`src/rtl/q65_bus_receiver.sv`:
```
// Two-entry capture FIFO that samples a shared bus on a load strobe and
// hands entries to a ready/valid consumer, flagging dropped captures.
module q65_bus_receiver #(
    parameter int WIDTH = 8
) (
    input  logic             clk,
    input  logic             rst_n,
    input  logic [WIDTH-1:0] bus_in,
    input  logic             load,
    output logic [WIDTH-1:0] out_data,
    output logic             out_valid,
    input  logic             out_ready,
    output logic             full,
    output logic             overflow,
    input  logic             clear_ovf
);

    typedef enum logic [1:0] {
        EMPTY = 2'd0,
        ONE   = 2'd1,
        TWO   = 2'd2
    } state_t;

    state_t           state_q, state_d;
    logic [WIDTH-1:0] mem_q [2];
    logic             rd_ptr_q, wr_ptr_q;
    logic             overflow_q, overflow_d;
    logic             pop, accept, drop;

    assign out_valid = (state_q != EMPTY);
    assign full      = (state_q == TWO);
    assign overflow  = overflow_q;
    assign out_data  = out_valid ? mem_q[rd_ptr_q] : '0;

    assign pop    = out_valid && out_ready;
    assign accept = load && (!full || pop);
    assign drop   = load && full && !pop;

    // NOTE: every output of this block gets a default first so no latch is inferred.
    always_comb begin
        state_d    = state_q;
        overflow_d = overflow_q;
        unique case (state_q)
            EMPTY: if (accept) state_d = ONE;
            ONE: begin
                if (accept && !pop)      state_d = TWO;
                else if (pop && !accept) state_d = EMPTY;
            end
            TWO:     if (pop && !accept) state_d = ONE;
            default: state_d = EMPTY;
        endcase
        // A drop in the same cycle as a clear wins, so no loss goes unreported.
        if (drop)           overflow_d = 1'b1;
        else if (clear_ovf) overflow_d = 1'b0;
    end

    // NOTE: sequential state uses non-blocking assignments so all registers update together.
    // NOTE: the storage entries are reset too, so out_data is all zeros out of reset.
    always_ff @(posedge clk or negedge rst_n) begin
        if (!rst_n) begin
            state_q    <= EMPTY;
            overflow_q <= 1'b0;
            rd_ptr_q   <= 1'b0;
            wr_ptr_q   <= 1'b0;
            for (int i = 0; i < 2; i++) mem_q[i] <= '0;
        end else begin
            state_q    <= state_d;
            overflow_q <= overflow_d;
            if (pop) rd_ptr_q <= rd_ptr_q + 1'b1;
            if (accept) begin
                // In TWO with a pop, the tail slot is the head slot being vacated.
                mem_q[wr_ptr_q] <= bus_in;
                wr_ptr_q        <= wr_ptr_q + 1'b1;
            end
        end
    end

endmodule

```
`config.mk`:
```
export PLATFORM = sky130hd
export DESIGN_NAME = q65_bus_receiver
export DESIGN_NICKNAME = d
export VERILOG_FILES = /design/src/rtl/q65_bus_receiver.sv
export SDC_FILE = /design/constraint.sdc
export NUM_CORES = 1
export LEC_CHECK = 0
export BUFFER_PORTS_ARGS = -buffer_cell sky130_fd_sc_hd__buf_2
export CAP_MARGIN = 20
export CORE_MARGIN = 4
export CORE_UTILIZATION = 50
export CTS_CLUSTER_DIAMETER = 120
export DETAILED_ROUTE_END_ITERATION = 12
export GPL_TIMING_DRIVEN = 1
export PLACE_DENSITY = 0.72
export SKIP_LAST_GASP = 1
export SYNTH_ARGS = -nofsm -noshare
export SYNTH_HDL_FRONTEND = slang
export SYNTH_SLANG_ARGS = --single-unit
export TNS_END_PERCENT = 20
```
`constraint.sdc`:
```
create_clock -name clk -period 2 [get_ports clk]
set_input_delay 0.3 -clock clk [delete_from_list [all_inputs] [get_ports clk]]
set_output_delay 0.3 -clock clk [all_outputs]
set_load 0.005 [all_outputs]
```
; ---- Yosys cells after proc, flatten, opt, wreduce, memory -nomap -nowiden
; Cells that the tools add are included.
[word_totals]
reg_bits = 21
[classes]
n_addsub = 2
n_lt_le_gt_ge = 3
eq_ne = 5
n_mux = 14
n_bitwise = 2
n_reduce_logical = 15
[ops]
columns = operator, count
row1 = $mux 8, 5
row2 = $bwmux 16, 1
row3 = $demux 8 s1, 1
row4 = $mux 2, 4
row5 = $logic_and 1x1->1, 7
row6 = $pmux 2 s3, 1
row7 = $ge 2x2->1 const B, 2
row8 = $not 1->2, 2
row9 = $reduce_bool 2->1, 2
row10 = $logic_not 1->1, 3
row11 = $ne 3x3->1 const B, 1
row12 = $reduce_and 3->1, 1
row13 = $add 1x1->1 const B, 2
row14 = $eq 2x1->1 const B, 1
row15 = $eq 2x2->1 const B, 1
row16 = $logic_not 2->1, 1
row17 = $lt 2x1->1 const B, 1
row18 = $mux 1, 2
row19 = $ne 2x1->1 const B, 1
row20 = $ne 2x2->1 const B, 1
row21 = $logic_or 1x1->1, 1

; ---- Logic depth before layout (Yosys ltp)
; Gate-level depths: netlist (run 1).
[logic_depth]
word_depth = 9
depth_mapped = 6
mapped_depth_nobuf = 6

; ---- Worst setup path before layout (run 1)
; OpenSTA, ideal clock, no wires.
[synth_path]
path_kind = register to register
from = register state_q[0]
to = register state_q[1]
arrival_time_ps = 1598
t_required_ps = 1936
slack_ps = 338
stages_incl_launch_ff = 7
path_buffers = 0
period_less_slack_ps = 1662
cell_sequence = dfrtp_1 > nor3b_4 > nand2b_1 > inv_1 > ha_1 > nor4bb_1 > a21o_1
[synth_between]
elab_chain_len = 8
elab_cells_between_ends = 18
cone_classes = eq/ne (5) / mux (2) / reduce/logical (11)
[synth_rtl]
columns = element, line_no
row1 = from (decl), 24  ; state_t state_q, state_d;
row2 = from (signal assigned), 67  ; state_q <= state_d;
row3 = $eq 2x2->1 / $reduce_bool 2->1 (equally long branches), "31, 30"
row4 = $logic_not 1->1 / $logic_and 1x1->1 (equally long branches), "36, 35"
row5 = $logic_or 1x1->1 *, 36  ; assign accept = load && (!full || pop);
row6 = $logic_and 1x1->1 *, 36
row7 = named net accept, 28  ; logic pop, accept, drop;
row8 = $logic_not 1->1, "47, 49"
row9 = $logic_and 1x1->1, "47, 49"
row10 = $ne 3x3->1 (no line) / $ne 2x1->1 (equally long branches), -
row11 = $reduce_and 3->1 (no line), -
; Mark *: on every way through the listed nets, which the timed path passes. The rest lies on a longest branch.
; A chain may end at the register's enable or synchronous reset.

; ---- Worst setup path in the final report (run 1)
; Ends and elaborated chain as after synthesis.

==> results of run 1 <==
-- worst max-delay path: stages (launching register included) --
cell and delay, ps:
dfrtp_1 480, nor3b_4 340, nand2b_1 210, inv_1 60
ha_1 290, nor4bb_1 300, a21o_1 120
-- through the flow --
step / std cells / setup WS, ps
floorplan: 78 / 338
global placement: 126 / 278
CTS: 131 / 168
global route: 131 / 38.4
detailed placement: 126 / 206
finish: 131 / 162
-- synthesized netlist by cell type --
| cell type | number |
|---|---|
| nor2_1 | 9 |
| nand2b_1 | 1 |
| nor2b_1 | 1 |
| ha_1 | 2 |
| nor4bb_1 | 1 |
| buf_2 | 1 |
| o21ai_0 | 3 |
| nand2_1 | 2 |
| inv_1 | 5 |
| nor3b_4 | 2 |
| dfrtp_1 | 21 |
| nor2_2 | 1 |
| mux2i_1 | 9 |
| nand3b_1 | 1 |
| xnor2_1 | 2 |
| mux2_2 | 16 |
| a21o_1 | 1 |
-- power breakdown --
group	internal [mW]	switching (mW)
combinational	0.466	0.317
sequential	0.633	0.176
clock	0.0745	0.127
-- routing by layer --
metal / share of wire [%] / vias up
met5: 0 / -
met4: 2.0 / 0
met3: 5.4 / 4
met2: 44 / 17
met1: 48 / 292
li1: - / 325
-- worst min path at each step --
| stage | endpoint | depth (start not counted) | startpoint | slack (ps) |
|---|---|---|---|---|
| floorplan | mem_q[0] | 0 | rst_n | 4 |
| global placement | mem_q[14] | 1 | rst_n | 280 |
| detailed placement | mem_q[14] | 1 | rst_n | 280 |
| CTS | overflow | 2 | clear_ovf | 170 |
| global route | overflow | 2 | clear_ovf | 170 |
| finish | overflow | 2 | clear_ovf | 180 |
-- sequential cells by signal (all words and copies together) (netlist names) --
name,flops
wr_ptr_q,1
overflow,1
rd_ptr_q,1
state_q,2
mem_q,16
-- cells by family (layout without fill, tap and decap cells) --
family / count (synthesis) / in the layout / synth area share [%]
and+or+nand+nor: 18 / 18 / 11.5
adders and majority gates: 2 / 2 / 2.50
AOI/OAI and AO/OA: 4 / 4 / 2.25
xor gates and xnor gates: 2 / 2 / 1.75
DFF: 21 / 21 / 52.6
buffers and inverters: 6 / 34 / 2.38
muxes: 25 / 25 / 27.0
-- area by class of cell --
cell class / instances / area share, %
repair buffers: 25 / 11.2
clock buffers: 3 / 1.90
well taps: 25 / 2.64
inverters: 5 / 1.58
clock inverters: 1 / 0.422
multi-input cells: 51 / 38.0
flip-flops and latches: 21 / 44.3
-- repair_timing --
| action | in CTS | in global routing |
|---|---|---|
| hold buffers | 1 | 0 |
| buffers inserted | 0 | 0 |
| endpoints found under the hold margin | 21 | 0 |
==> impl_metrics.env, run 1 <==
export IMPL_drv_cap=0
export IMPL_cts_buffer_depth=2
export IMPL_diodes=0
export IMPL_rows=15
export IMPL_postLayoutCoreUtil_pct=65.8
export IMPL_timing_rr_end="state_q[1]"
export IMPL_core_mm2=0.00180
export IMPL_grt_busiest_layer="met2"
export IMPL_synth_cell_type_count=17
export IMPL_grt_util_met2_pct=24.2
export IMPL_period_needed_ps=1840
export IMPL_r2r_start="state_q[0]"
export IMPL_tightest_slew_ps=464
export IMPL_gr_total_overflow=0
export IMPL_synth_top_cell_area_share_pct=52.6
export IMPL_io_pins=24
export IMPL_io_buffers=23
export IMPL_chipWidth_um=52.7
export IMPL_hpwl_um=1260
export IMPL_synthCells=78
export IMPL_grt_max_degree=22
export IMPL_root_buffer="clkbuf_4"
export IMPL_wire_per_inst_um=12.9
export IMPL_antenna_found_initial=0
export IMPL_status="finished clean"
export IMPL_synth_fp_nets=93
export IMPL_syn_area_per_cell_um2=12.8
export IMPL_timing_setup_tns_ps=0
export IMPL_drt_total_wl_um=1690
export IMPL_crit_path_start="state_q[0]"
export IMPL_rsz0062_at_grt="no"
export IMPL_cp_required_ps=2250
export IMPL_clk_pin_slew_ps=110
export IMPL_endpoint="state_q[1]"
export IMPL_synthTopCellsByArea="dfrtp_1 53%, mux2_2 18%, mux2i_1 9.0%, nor3b_4 3.8%, nor2_1 3.4%"
export IMPL_yosysSeqAreaShare_pct=52.6
export IMPL_power_density_mw_per_mm2=1510
export IMPL_finalSetupViolations=0
export IMPL_hold_class="in -> reg"
export IMPL_dieArea_mm2=0.00278
export IMPL_antenna_left=0
export IMPL_grt_pass1_wl_um=3050
export IMPL_placed_area_mm2=0.00115
export IMPL_drt_pass1_iter_count=3
export IMPL_vias=638
export IMPL_gr_usage_all_layers_pct=15.3
export IMPL_worstSetupStartpointType="flop"
export IMPL_critical_path_peak_fanout=7
export IMPL_initial_utilization_pct=55.5
export IMPL_fmax_mhz=544
export IMPL_multi_input_area_um2=450
export IMPL_synth_warnings=0
export IMPL_hold_violations=0
export IMPL_holdWs_ps=177
export IMPL_cts_made_buffers=3
export IMPL_drt_iter0_drc=2
export IMPL_regArea_um2=526
export IMPL_reg2reg_slack_ps=160
export IMPL_reg2regPathDepth=6
export IMPL_fillers=145
export IMPL_avgViaCountPerCell=4.87
export IMPL_fin_crit_sh_pct=91.9
export IMPL_cts_sinks=21
export IMPL_design_area_mm2=0.00119
export IMPL_slew_headroom_pct=69.1
export IMPL_end_kind="flop"
export IMPL_ctsResizeCount=0
export IMPL_p_leak_nw=0.587
export IMPL_cts_tree="done"
export IMPL_use_met3_pct=3.99
export IMPL_fin_nets=122
export IMPL_synth_seq_cells=21
export IMPL_arrival_ps=2080
export IMPL_grt_pass1_vias=704
export IMPL_routabilityCongestion=0.631
export IMPL_final_common_cell="buf_2"
export IMPL_layout_common_cells="23 x buf_2, 21 x dfrtp_1, 16 x mux2_2, 9 x nor2_1, 9 x mux2i_1"
export IMPL_drc=0
export IMPL_peakVddDrop_mv=0.755
export IMPL_synth_area_leader_cell="dfrtp_1"
export IMPL_fin_skew_ps=4.36
export IMPL_area_growth_pct=18.6
export IMPL_slew_viol_final=0
export IMPL_synthesis_area_um2=1000
export IMPL_drive_above_1_share_pct=44.3
export IMPL_critPathKind="reg -> reg"
export IMPL_grt_util_met1_pct=19.0
export IMPL_htreeDepth=1
export IMPL_die_y_um=52.7
export IMPL_clkLatencyLatePin_ps=300
export IMPL_total_power_mw=1.79
Note: power is estimated with default switching activity, not from simulation.
==> run 2: changes to the inputs <==
--- a/config.mk
+++ b/config.mk
@@ -13,6 +13,7 @@
 export DETAILED_ROUTE_END_ITERATION = 12
 export GPL_TIMING_DRIVEN = 1
 export PLACE_DENSITY = 0.72
+export REMOVE_ABC_BUFFERS = 1
 export SKIP_LAST_GASP = 1
 export SYNTH_ARGS = -nofsm -noshare
 export SYNTH_HDL_FRONTEND = slang
==> impl_metrics.env, run 2 (synthesized netlist as in run 1, its figures left out) <==
export IMPL_peakVddDrop_mv=0.944
export IMPL_grt_max_degree=22
export IMPL_swShare_pct=34.2
export IMPL_antenna_left=0
export IMPL_p_sw_mw=0.610
export IMPL_drv_cap=0
export IMPL_finalSetupViolations=0
export IMPL_crit_path_start="state_q[0]"
export IMPL_fin_skew_ps=3.19
export IMPL_reg2reg_slack_ps=190
export IMPL_vias=657
export IMPL_placed_area_mm2=0.00115
export IMPL_drive_above_1_share_pct=43.4
export IMPL_final_cells=131
export IMPL_critPathMaxStageDelay_ps=470
export IMPL_dieArea_mm2=0.00278
export IMPL_crit_family="flip-flops"
export IMPL_total_power_mw=1.79
export IMPL_power_frac_seq_pct=45.3
export IMPL_cts_sinks=21
export IMPL_hold_class="in -> reg"
export IMPL_cp_required_ps=1700
export IMPL_critPathKind="reg -> out"
export IMPL_root_buffer="clkbuf_4"
export IMPL_antenna_found_initial=0
export IMPL_fillers=163
export IMPL_final_common_cell="buf_2"
export IMPL_slowest_stage="dfrtp_1"
export IMPL_fin_crit_sh_pct=91.5
export IMPL_slew_headroom_pct=66.1
export IMPL_die_y_um=52.7
export IMPL_area_growth_pct=18.5
export IMPL_power_density_mw_per_mm2=1510
export IMPL_largest_reg_flops=16
export IMPL_diodes=0
export IMPL_cp_common_cell="nor2_1"
export IMPL_timing_setup_tns_ps=0
export IMPL_internal_power_mw=1.18
export IMPL_worstSetupStartpointType="flop"
export IMPL_end_kind="primary output"
export IMPL_clkLatencyLatePin_ps=290
export IMPL_cts_made_buffers=3
export IMPL_arrival_ps=1530
export IMPL_initial_utilization_pct=55.5
export IMPL_fin_ws_ps=170
export IMPL_rows=15
export IMPL_postLayoutCoreUtil_pct=65.8
export IMPL_pre_cts_slack_ps=227
export IMPL_io_buffers=23
export IMPL_layout_common_cells="23 x buf_2, 21 x dfrtp_1, 16 x mux2_2, 9 x nor2_1, 9 x mux2i_1"
export IMPL_largest_register="mem_q"
export IMPL_htreeDepth=1
export IMPL_p_leak_nw=0.584
export IMPL_drc=0
export IMPL_hold_violations=0
export IMPL_worstHoldStart="clear_ovf"
export IMPL_avgViaCountPerCell=5.02
export IMPL_drt_iter0_drc=10
export IMPL_fin_nets=122
export IMPL_holdWs_ps=184
export IMPL_gr_usage_all_layers_pct=14.6
export IMPL_p_clk_share_pct=11.0
export IMPL_critical_path_peak_fanout=7
export IMPL_regArea_um2=526
export IMPL_cts_tree="done"
export IMPL_cts_buffer_depth=2
export IMPL_crit_path_cell_trace="nor2_1 > buf_4 > nor2_1 > buf_2"
export IMPL_wire_per_inst_um=12.8
export IMPL_grt_pass1_wl_um=2960
export IMPL_pwr_share_comb_pct=43.7
export IMPL_rsz0062_at_grt="no"
export IMPL_tightest_slew_ps=508
export IMPL_status="finished clean"
export IMPL_slew_viol_final=0
export IMPL_r2r_start="state_q[0]"
export IMPL_design_area_mm2=0.00118
export IMPL_chipWidth_um=52.7
export IMPL_routabilityCongestion=0.813
export IMPL_cp_num_buf_inv=2
export IMPL_gr_total_overflow=0
export IMPL_grt_pass1_vias=667
export IMPL_fmax_mhz=547
export IMPL_drt_pass1_iter_count=3
export IMPL_period_needed_ps=1830
export IMPL_multi_input_area_um2=450
export IMPL_largestRegisters="mem_q (16), state_q (2)"
export IMPL_dp_cells=126
export IMPL_hpwl_um=1270
export IMPL_drt_total_wl_um=1680
export IMPL_clk_pin_slew_ps=110
export IMPL_io_pins=24
export IMPL_core_mm2=0.00180
## run 2: timing repair
item | 4_1_cts | 5_1_grt
setup buffers | 0 | 0
resized for setup | 0 | 0
hold buffers | 1 | 0
endpoints found under the hold margin | 21 | 0
## run 2: worst paths after layout
check / endpoint / cells past startpoint
max: out_data[3] / 4
min reg2reg: mem_q[12] / 1
max in group asynchronous: state_q[1] / 2
min in group asynchronous: mem_q[5] / 2
min: overflow / 2
max reg2reg: state_q[1] / 6
## run 2: area by class of cell
type	instances	area share (%)
clock buffer	4	2.22
inverter	5	1.58
multi-input combinational	51	38.0
sequential	21	44.4
tap	25	2.64
timing repair buffer	25	11.2
## run 2: routing by layer
metal | track usage [%] | routed length (um) | vias up | share of wire, %
met5 | 0 | 0 | - | 0
li1 | - | - | 323 | -
met4 | 3.83 | 14 | 0 | 0.83
met3 | 3.13 | 73 | 2 | 4.3
met2 | 24.4 | 790 | 15 | 47
met1 | 19.0 | 800 | 317 | 48
## run 2: worst register-to-register path, stage by stage, from the launching register on
cell      delay [ps]
dfrtp_1          470
nor3b_4          320
nand2b_1         200
inv_1             60
ha_1             280
nor4bb_1         310
a21o_1           120
## run 2: power by group through the flow
stage                     Sequential (mW)  Clock, mW  Combinational [mW]
final                               0.809      0.196               0.781
after global routing                0.850      0.228               0.881
after CTS                           0.812      0.201               0.800
after detailed placement            0.822          0               0.797
after global placement              0.810          0               0.780
after floorplan                     0.780          0               0.544
==> run 3: changes to the inputs <==
--- a/config.mk
+++ b/config.mk
@@ -12,7 +12,7 @@
 export CTS_CLUSTER_DIAMETER = 120
 export DETAILED_ROUTE_END_ITERATION = 12
 export GPL_TIMING_DRIVEN = 1
-export PLACE_DENSITY = 0.72
+export PLACE_DENSITY = 0.85
 export REMOVE_ABC_BUFFERS = 1
 export SKIP_LAST_GASP = 1
 export SYNTH_ARGS = -nofsm -noshare
==> impl_metrics.env, run 3 (synthesized netlist as in run 1, its figures left out) <==
export IMPL_status="finished clean"
export IMPL_clk_pin_slew_ps=110
export IMPL_drv_cap=0
export IMPL_r2r_start="state_q[0]"
export IMPL_critical_path_peak_fanout=7
export IMPL_cts_sinks=21
export IMPL_io_buffers=23
export IMPL_wire_per_inst_um=13.3
export IMPL_layout_common_cells="23 x buf_2, 21 x dfrtp_1, 16 x mux2_2, 9 x nor2_1, 9 x mux2i_1"
export IMPL_final_common_cell="buf_2"
export IMPL_antenna_left=0
export IMPL_p_leak_nw=0.584
export IMPL_slew_viol_final=0
export IMPL_met3WireLength_um=98
export IMPL_core_mm2=0.00180
export IMPL_gr_total_overflow=0
export IMPL_fillers=149
export IMPL_ctsResizeCount=0
export IMPL_avgViaCountPerCell=5.18
export IMPL_grt_max_degree=22
export IMPL_drt_pass1_iter_count=4
export IMPL_largest_register="mem_q"
export IMPL_die_y_um=52.7
export IMPL_grt_pass1_wl_um=3110
export IMPL_root_buffer="clkbuf_4"
export IMPL_antenna_found_initial=0
export IMPL_design_area_mm2=0.00118
export IMPL_power_density_mw_per_mm2=1520
export IMPL_largest_reg_flops=16
export IMPL_worstHoldStart="clear_ovf"
export IMPL_cts_buffer_depth=2
export IMPL_drc=0
export IMPL_io_pins=24
export IMPL_initial_utilization_pct=55.5
export IMPL_htreeDepth=1
export IMPL_hold_class="in -> reg"
export IMPL_dieArea_mm2=0.00278
export IMPL_hold_violations=0
export IMPL_grt_pass1_vias=716
export IMPL_finalSetupViolations=0
export IMPL_arrival_ps=2060
export IMPL_cp_required_ps=2250
export IMPL_rows=15
export IMPL_drt_iter0_drc=7
export IMPL_area_growth_pct=18.5
export IMPL_vias=679
export IMPL_total_power_mw=1.80
export IMPL_clkLatencyLatePin_ps=290
export IMPL_topRoutingLayerUsed="met4"
export IMPL_fin_crit_sh_pct=90.9
export IMPL_gr_usage_all_layers_pct=15.2
export IMPL_diodes=0
export IMPL_fin_skew_ps=4.46
export IMPL_reg2regPathDepth=6
export IMPL_routabilityCongestion=0.678
export IMPL_end_kind="flop"
export IMPL_tightest_slew_ps=493
export IMPL_rsz0062_at_grt="no"
export IMPL_cts_tree="done"
export IMPL_period_needed_ps=1820
export IMPL_critPathKind="reg -> reg"
export IMPL_drive_above_1_share_pct=43.4
export IMPL_drt_total_wl_um=1740
export IMPL_postLayoutCoreUtil_pct=65.8
export IMPL_crit_path_start="state_q[0]"
export IMPL_met2WireLength_um=792
export IMPL_hpwl_um=1280
export IMPL_fin_nets=122
export IMPL_hold_path_depth=2
export IMPL_timing_setup_tns_ps=0
export IMPL_largestRegisters="mem_q (16), state_q (2)"
export IMPL_peakVddDrop_mv=0.815
export IMPL_wl_met1_um=829
export IMPL_chipWidth_um=52.7
export IMPL_cts_made_buffers=3
export IMPL_worstSetupStartpointType="flop"
export IMPL_placed_area_mm2=0.00115
export IMPL_slew_headroom_pct=67.1
export IMPL_fmax_mhz=550
-- run 3: cell counts in the layout (fill, tap and decap cells not counted) --
Identical to the previous run, type by type.
-- run 3: worst paths after layout --
path                         endpoint  slack [ps]
max reg2reg                state_q[1]         180
min                          overflow         190
min reg2reg                  mem_q[0]         510
max in group asynchronous    mem_q[7]        1220
min in group asynchronous    mem_q[8]         470
max                        state_q[1]         180
-- run 3: critical path, stage by stage, from the launching register on --
cell,delay [ps]
dfrtp_1,480
nor3b_4,330
nand2b_1,210
inv_1,60
ha_1,290
nor4bb_1,300
a21o_1,110
-- run 3: cell type report --
type                            instances  area, um^2  share of cell area [%]
Multi-Input combinational cell         51         450                    38.0
Timing Repair Buffer                   25         133                    11.2
Clock buffer                            4        26.3                    2.22
Sequential cell                        21         526                    44.4
Tap cell                               25        31.3                    2.64
Inverter                                5        18.8                    1.58
-- run 3: stage by stage --
stage	hold slack, ps	setup WS (ps)	instances
finish	185	181	131
global placement	268	278	126
detailed placement	276	210	126
floorplan	4.41	338	77
CTS	181	181	131
global route	185	15.8	131
-- run 3: report_power, final --
part	switching [mW]	internal, mW
Clock	0.116	0.0776
Sequential	0.178	0.633
Combinational	0.331	0.467
Total	0.625	1.18
-- run 3: routing by layer --
metal | vias up | GRT usage (%)
met5 | - | 0
met4 | 0 | 5.11
met3 | 2 | 1.99
met2 | 23 | 25.8
met1 | 330 | 19.9
li1 | 324 | -
-- run 3: what timing repair did --
item | in CTS | in global routing
hold buffers | 1 | 0
endpoints found under the hold margin | 21 | 0
setup buffers | 0 | 0
